[src/rtl/corescore_stream_uart.sv]
// AXI-stream to UART transmitter: elastic FIFO, baud divider, 1 or 2 stop
// bits, end-of-message pulse on tlast and a stretched activity LED.
//
// state | meaning
// IDLE  | line high; pops the next FIFO entry when one is waiting
// START | start bit (line low) for one bit time
// DATA  | eight data bits, LSB first
// STOP  | stop bit(s), line high for STOP_BITS bit times
module corescore_stream_uart #(
  parameter int CLK_FREQ   = 16000000,
  parameter int BAUD       = 57600,
  parameter int DEPTH_LOG2 = 4,
  parameter int STOP_BITS  = 1,
  parameter int LED_CYCLES = 1000000
) (
  input  logic                  i_clk,
  input  logic                  i_rst,
  input  logic [7:0]            i_tdata,
  input  logic                  i_tlast,
  input  logic                  i_tvalid,
  output logic                  o_tready,
  output logic                  o_uart_tx,
  output logic                  o_led,
  output logic [DEPTH_LOG2:0]   o_fill,
  output logic                  o_msg_done
);

  localparam int CLKS_PER_BIT = CLK_FREQ / BAUD;
  localparam int DEPTH        = 2 ** DEPTH_LOG2;
  localparam int STOP_CLKS    = STOP_BITS * CLKS_PER_BIT;
  localparam int DIV_W        = (STOP_CLKS < 2) ? 1 : $clog2(STOP_CLKS);
  localparam int LED_W        = (LED_CYCLES < 1) ? 1 : $clog2(LED_CYCLES + 1);

  localparam logic [DIV_W-1:0]      DIV_BIT   = DIV_W'(CLKS_PER_BIT - 1);
  localparam logic [DIV_W-1:0]      DIV_STOP  = DIV_W'(STOP_CLKS - 1);
  localparam logic [DEPTH_LOG2:0]   FILL_FULL = (DEPTH_LOG2 + 1)'(DEPTH);
  localparam logic [LED_W-1:0]      LED_LOAD  = LED_W'(LED_CYCLES);

  generate
    if (STOP_BITS != 1 && STOP_BITS != 2) begin : g_bad_stop_bits
      $error("corescore_stream_uart: STOP_BITS must be 1 or 2");
    end
    if (CLKS_PER_BIT < 2) begin : g_bad_baud
      $error("corescore_stream_uart: CLK_FREQ/BAUD must be at least 2");
    end
  endgenerate

  typedef enum logic [1:0] {IDLE, START, DATA, STOP} state_t;

  state_t                 state, state_next;
  logic [8:0]             mem [DEPTH];
  logic [DEPTH_LOG2-1:0]  wr_ptr, rd_ptr;
  logic [DEPTH_LOG2:0]    fill, fill_next;
  logic [8:0]             rd_data;
  logic                   tready_q;
  logic                   push, pop;
  logic [DIV_W-1:0]       div;
  logic [2:0]             bit_cnt;
  logic [7:0]             shreg;
  logic                   last_q;
  logic                   bit_end;
  logic                   tx_next, done_next;
  logic                   tx_q, done_q;
  logic [LED_W-1:0]       led_cnt;
  logic                   led_q;

  assign push    = i_tvalid & tready_q;
  assign rd_data = mem[rd_ptr];
  assign bit_end = (div == '0);

  // occupancy after this cycle's push/pop; drives the registered ready
  always_comb begin
    fill_next = fill;
    if (push && !pop)      fill_next = fill + 1'b1;
    else if (!push && pop) fill_next = fill - 1'b1;
  end

  // FIFO storage; entries are only meaningful between rd_ptr and wr_ptr
  always_ff @(posedge i_clk) begin
    if (push) mem[wr_ptr] <= {i_tlast, i_tdata};
  end

  // FIFO pointers and occupancy; pointers wrap naturally at DEPTH
  always_ff @(posedge i_clk) begin
    if (i_rst) begin
      wr_ptr <= '0;
      rd_ptr <= '0;
      fill   <= '0;
    end else begin
      if (push) wr_ptr <= wr_ptr + 1'b1;
      if (pop)  rd_ptr <= rd_ptr + 1'b1;
      fill <= fill_next;
    end
  end

  // transmitter state register
  always_ff @(posedge i_clk) begin
    if (i_rst) state <= IDLE;
    else       state <= state_next;
  end

  // next state, pop request and the line level for the next cycle
  always_comb begin
    state_next = state;
    pop        = 1'b0;
    tx_next    = 1'b1;
    done_next  = 1'b0;
    unique case (state)
      IDLE: begin
        if (fill != '0) begin
          pop        = 1'b1;
          state_next = START;
        end
      end
      START: begin
        tx_next = 1'b0;
        if (bit_end) state_next = DATA;
      end
      DATA: begin
        tx_next = shreg[0];
        if (bit_end && bit_cnt == 3'd7) state_next = STOP;
      end
      STOP: begin
        if (bit_end) begin
          state_next = IDLE;
          done_next  = last_q;
        end
      end
      default: state_next = IDLE;
    endcase
  end

  // bit timing and shift register; divider reloads at every bit boundary
  always_ff @(posedge i_clk) begin
    if (i_rst) begin
      div     <= '0;
      bit_cnt <= '0;
      shreg   <= '0;
      last_q  <= 1'b0;
    end else begin
      unique case (state)
        IDLE: begin
          if (pop) begin
            shreg   <= rd_data[7:0];
            last_q  <= rd_data[8];
            div     <= DIV_BIT;
            bit_cnt <= '0;
          end
        end
        START: begin
          if (bit_end) div <= DIV_BIT;
          else         div <= div - 1'b1;
        end
        DATA: begin
          if (bit_end) begin
            div     <= (bit_cnt == 3'd7) ? DIV_STOP : DIV_BIT;
            shreg   <= shreg >> 1;
            bit_cnt <= bit_cnt + 1'b1;
          end else begin
            div <= div - 1'b1;
          end
        end
        STOP: begin
          if (!bit_end) div <= div - 1'b1;
        end
        default: div <= '0;
      endcase
    end
  end

  // registered line, end-of-message pulse and stream ready
  always_ff @(posedge i_clk) begin
    if (i_rst) begin
      tx_q     <= 1'b1;
      done_q   <= 1'b0;
      tready_q <= 1'b0;
    end else begin
      tx_q     <= tx_next;
      done_q   <= done_next;
      tready_q <= (fill_next != FILL_FULL);
    end
  end

  // activity LED: held while framing, counts down once the FSM is idle
  always_ff @(posedge i_clk) begin
    if (i_rst) begin
      led_cnt <= '0;
      led_q   <= 1'b0;
    end else if (state != IDLE) begin
      led_cnt <= LED_LOAD;
      led_q   <= (LED_LOAD != '0);
    end else if (led_cnt != '0) begin
      led_cnt <= led_cnt - 1'b1;
      led_q   <= (led_cnt != LED_W'(1));
    end else begin
      led_q   <= 1'b0;
    end
  end

  assign o_tready   = tready_q;
  assign o_uart_tx  = tx_q;
  assign o_led      = led_q;
  assign o_fill     = fill;
  assign o_msg_done = done_q;

endmodule

[config.mk]
export PLATFORM = sky130hd
export DESIGN_NAME = corescore_stream_uart
export DESIGN_NICKNAME = d
export VERILOG_FILES = /design/src/rtl/corescore_stream_uart.sv
export SDC_FILE = /design/constraint.sdc
export NUM_CORES = 1
export LEC_CHECK = 0
export BUFFER_PORTS_ARGS = -buffer_cell sky130_fd_sc_hd__buf_4
export CORE_AREA = 2 2 116 129
export DETAILED_ROUTE_END_ITERATION = 10
export DIE_AREA = 0 0 118 131
export HOLD_SLACK_MARGIN = 0.02
export PLACE_DENSITY = 0.83
export SLEW_MARGIN = 20
export SYNTH_ARGS = -nofsm -noshare
export SYNTH_HDL_FRONTEND = slang
export SYNTH_SLANG_ARGS = --single-unit
export TNS_END_PERCENT = 20
[constraint.sdc]
create_clock -name i_clk -period 3.2 [get_ports i_clk]
set_input_delay 0.48 -clock i_clk [delete_from_list [all_inputs] [get_ports i_clk]]
set_output_delay 0.48 -clock i_clk [all_outputs]
set_load 0.02 [all_outputs]
==> flow_summary.toml <==
[cts]
root_buffer = "clkbuf_16"
clk_pin_slew_ps = 60
h-tree-depth = 1
cts_made_buffers = 21
cts_setup_buffers = 0
cts_tree = "yes"
holdBufCountCts = 0
clk-insertion-delay-late_ps = 500
clock-sinks = 208
clock_path_buffers = 3
ctsResizeCount = 0

[sta]
max_freq_mhz = 408.3
period_share = 0.7654
slew_viol_final = 0
rsz0062_at_grt = "false"
worst_slew_pin_slew_ps = 962.8
hold_ws_ps = 299.2
clock_skew_ps = 15.61
maxSlewHeadroom = 0.3558
finalSetupViolations = 0
tns_ps = 0
hold_violations = 0
min_period_ps = 2449

[synthesis]
synth_seq_cells = 208
yosysWarnings = 0
yosysUniqueCellTypes = 50
syn_nets = 629
synth-async-reset-ratio = 0
yosysSeqAreaShare = 0.6522
syn_avg_cell_area_sq_um = 14.35
synth-edff-count = 144
synth_cells = 599
synthTopCellsByArea = "edfxtp_1 (50%), dfxtp_1 (15%), mux4_2 (10%)"
synthFlopType = "edfxtp_1"
syn_area_sq_um = 8594
synth_top_area_frac = 0.5031
yosysTopAreaCell = "edfxtp_1"

[global_route]
globalRouteOverflowTotal = 0
grtUsageTotal = 0.2320
grt_pass1_wl_mm = 27.82
antenna_found_initial = 0
grt_max_degree = 37
grt_pass1_vias = 5233

[status]
status = "finished, final reports clean"

[power_and_ir_drop]
leakage_nw = 3.270
ir_drop_uv = 533.0
power_density_nw_per_um2 = 908.0
p_total_mw = 8.783

[critical_path]
r2r-start = "led_cnt[0]$_SDFFE_PP0P_"
cp.arrival_ps = 2820
reg2reg_to = "led_cnt[6]$_SDFFE_PP0P_"
timing.critical_path.to_type = "flip-flop"
crit_start = "led_cnt[0]$_SDFFE_PP0P_"
reg2reg_depth = 7
r2r_slack_ps = 750
cp_max_fo = 16
cp.required_ps = 3570
critPathKind = "flip-flop to flip-flop"
start_kind = "flip-flop"

[layout]
drive_gt1_frac = 0.1726
finalNetCount = 659
fill_cells = 951
layout_common_cells = "edfxtp_1 (144), dfxtp_1 (63), nor2_1 (54)"
areaGrowthSynthToFinish_pct = 12.55
layout_commonest_cell = "edfxtp_1"
antennaDiodeCount = 0
fin_area_sq_um = 9673

[hold_path]
whs_endpoint = "mem[1][1]$_DFFE_PP_"
holdPathStages = 1
hold_class = "primary input to flip-flop"
hp-start = "i_tdata[1]"

[die]
die_w_microns = 118
die_y_microns = 131
dieArea_sq_um = 15460
start_util = 0.6046
core_area_sq_um = 14220
io_pins = 21
rows = 46

[place]
io_buffers = 20
gp_congestion = 0.8985
post_dp_cell_area_sq_um = 9001
hpwl_mm = 11.03

[drt]
wirelength_mm = 17.35
num_vias = 5206
viasPerCell = 6.235
first_pass_iters = 5
drc = 0
antenna_left = 0
wl_per_cell_microns = 20.78
drtIter0Drc = 630

[job]
drv_cap = 0
==> worst max path at each step <==
stage / to / slack [ps] / cells past startpoint
floorplan: mem[3][0]$_DFFE_PP_ / 870 / 5
global placement: o_tready$_SDFF_PP0_ / 910 / 7
detailed placement: bit_cnt[0]$_SDFFE_PP0P_ / 840 / 7
CTS: bit_cnt[0]$_SDFFE_PP0P_ / 810 / 7
global route: led_cnt[6]$_SDFFE_PP0P_ / 480 / 7
finish: led_cnt[6]$_SDFFE_PP0P_ / 750 / 7
==> stage by stage <==
| stage | worst slack (ps) | utilization | instances |
|---|---|---|---|
| final | 750.8 | 0.6804 | 835 |
| after global routing | 481.1 | 0.6804 | 835 |
| after CTS | 807.7 | 0.6804 | 835 |
| after detailed placement | 836.1 | 0.6332 | 798 |
| after global placement | 914.5 | 0.6332 | 798 |
| after floorplan | 873.7 | - | 599 |
==> registers in the layout, indices dropped and copies added (netlist names), named ones only <==
register    flops
wr_ptr          4
bit_cnt         3
div             9
o_led           1
o_uart_tx       1
o_fill          5
mem           144
shreg           8
led_cnt        20
rd_ptr          4
last_q          1
o_msg_done      1
state           2
o_tready        1
==> kinds of logic after synthesis <==
group                    synth area share
buffers and inverters             0.02242
flip-flops                         0.6522
multiplexers                       0.1042
AO/OA/AOI/OAI                     0.07003
AND/OR/NAND/NOR                   0.09521
adder cells (fa/ha/maj)           0.02737
XOR/XNOR                          0.02853
==> final cells by class <==
class	count	area [sq um]	share of cell area
clock buffer	23	533.0	0.05510
clock inverter	14	138.9	0.01436
inverter	16	60.06	0.006209
multi-input combinational	344	2796	0.2891
sequential	208	5607	0.5796
tap	192	240.2	0.02484
timing repair buffer	38	297.8	0.03079
==> power by group <==
| group | leakage (nW) | internal (mW) | switching [mW] | total [mW] |
|---|---|---|---|---|
| logic | 1.12 | 1.26 | 1.68 | 2.94 |
| clock network | 0.325 | 1.44 | 0.959 | 2.40 |
| registers | 1.82 | 3.17 | 0.280 | 3.45 |
| total | 3.27 | 5.87 | 2.92 | 8.78 |
==> synth_stat cells (2+ instances only) <==
master      n
edfxtp_1  144
dfxtp_1    64
nor2_1     54
a21oi_1    44
mux4_2     38
nand2_1    26
clkbuf_1   19
o21ai_0    19
ha_1       18
xor2_1     18
inv_1      16
a22oi_1    15
nand3_1    14
nor3_1     11
xnor2_1    10
buf_2       7
a31oi_1     6
nor4_1      6
or3_1       6
and2_1      5
nand4b_1    5
buf_1       4
mux2i_1     4
nor3b_1     4
nor4b_1     4
nand4_1     3
nor2b_1     3
o211ai_1    3
or4_1       3
a211oi_1    2
a31o_2      2
nand2b_1    2
o311a_1     2
o41ai_1     2
==> worst max-delay path, cell delays in order (launching register included) <==
cell     delay [ps]
dfxtp_1         340
inv_1           120
ha_1            190
nor3b_1         290
nand4_1         550
o21ai_0         560
o311a_1         220
nor2_1           40
==> routing by layer <==
layer  wire, microns  global-route usage  share of wire  vias to the layer above
met4             412             0.07796          0.024                        0
met1            6918              0.2914           0.40                     2612
met3            1058             0.03646          0.061                       40
met5               0                   0              0                        -
met2            8959              0.4179           0.52                      194
li1                -                   -              -                     2360
Power figures use the tool's default switching activity.
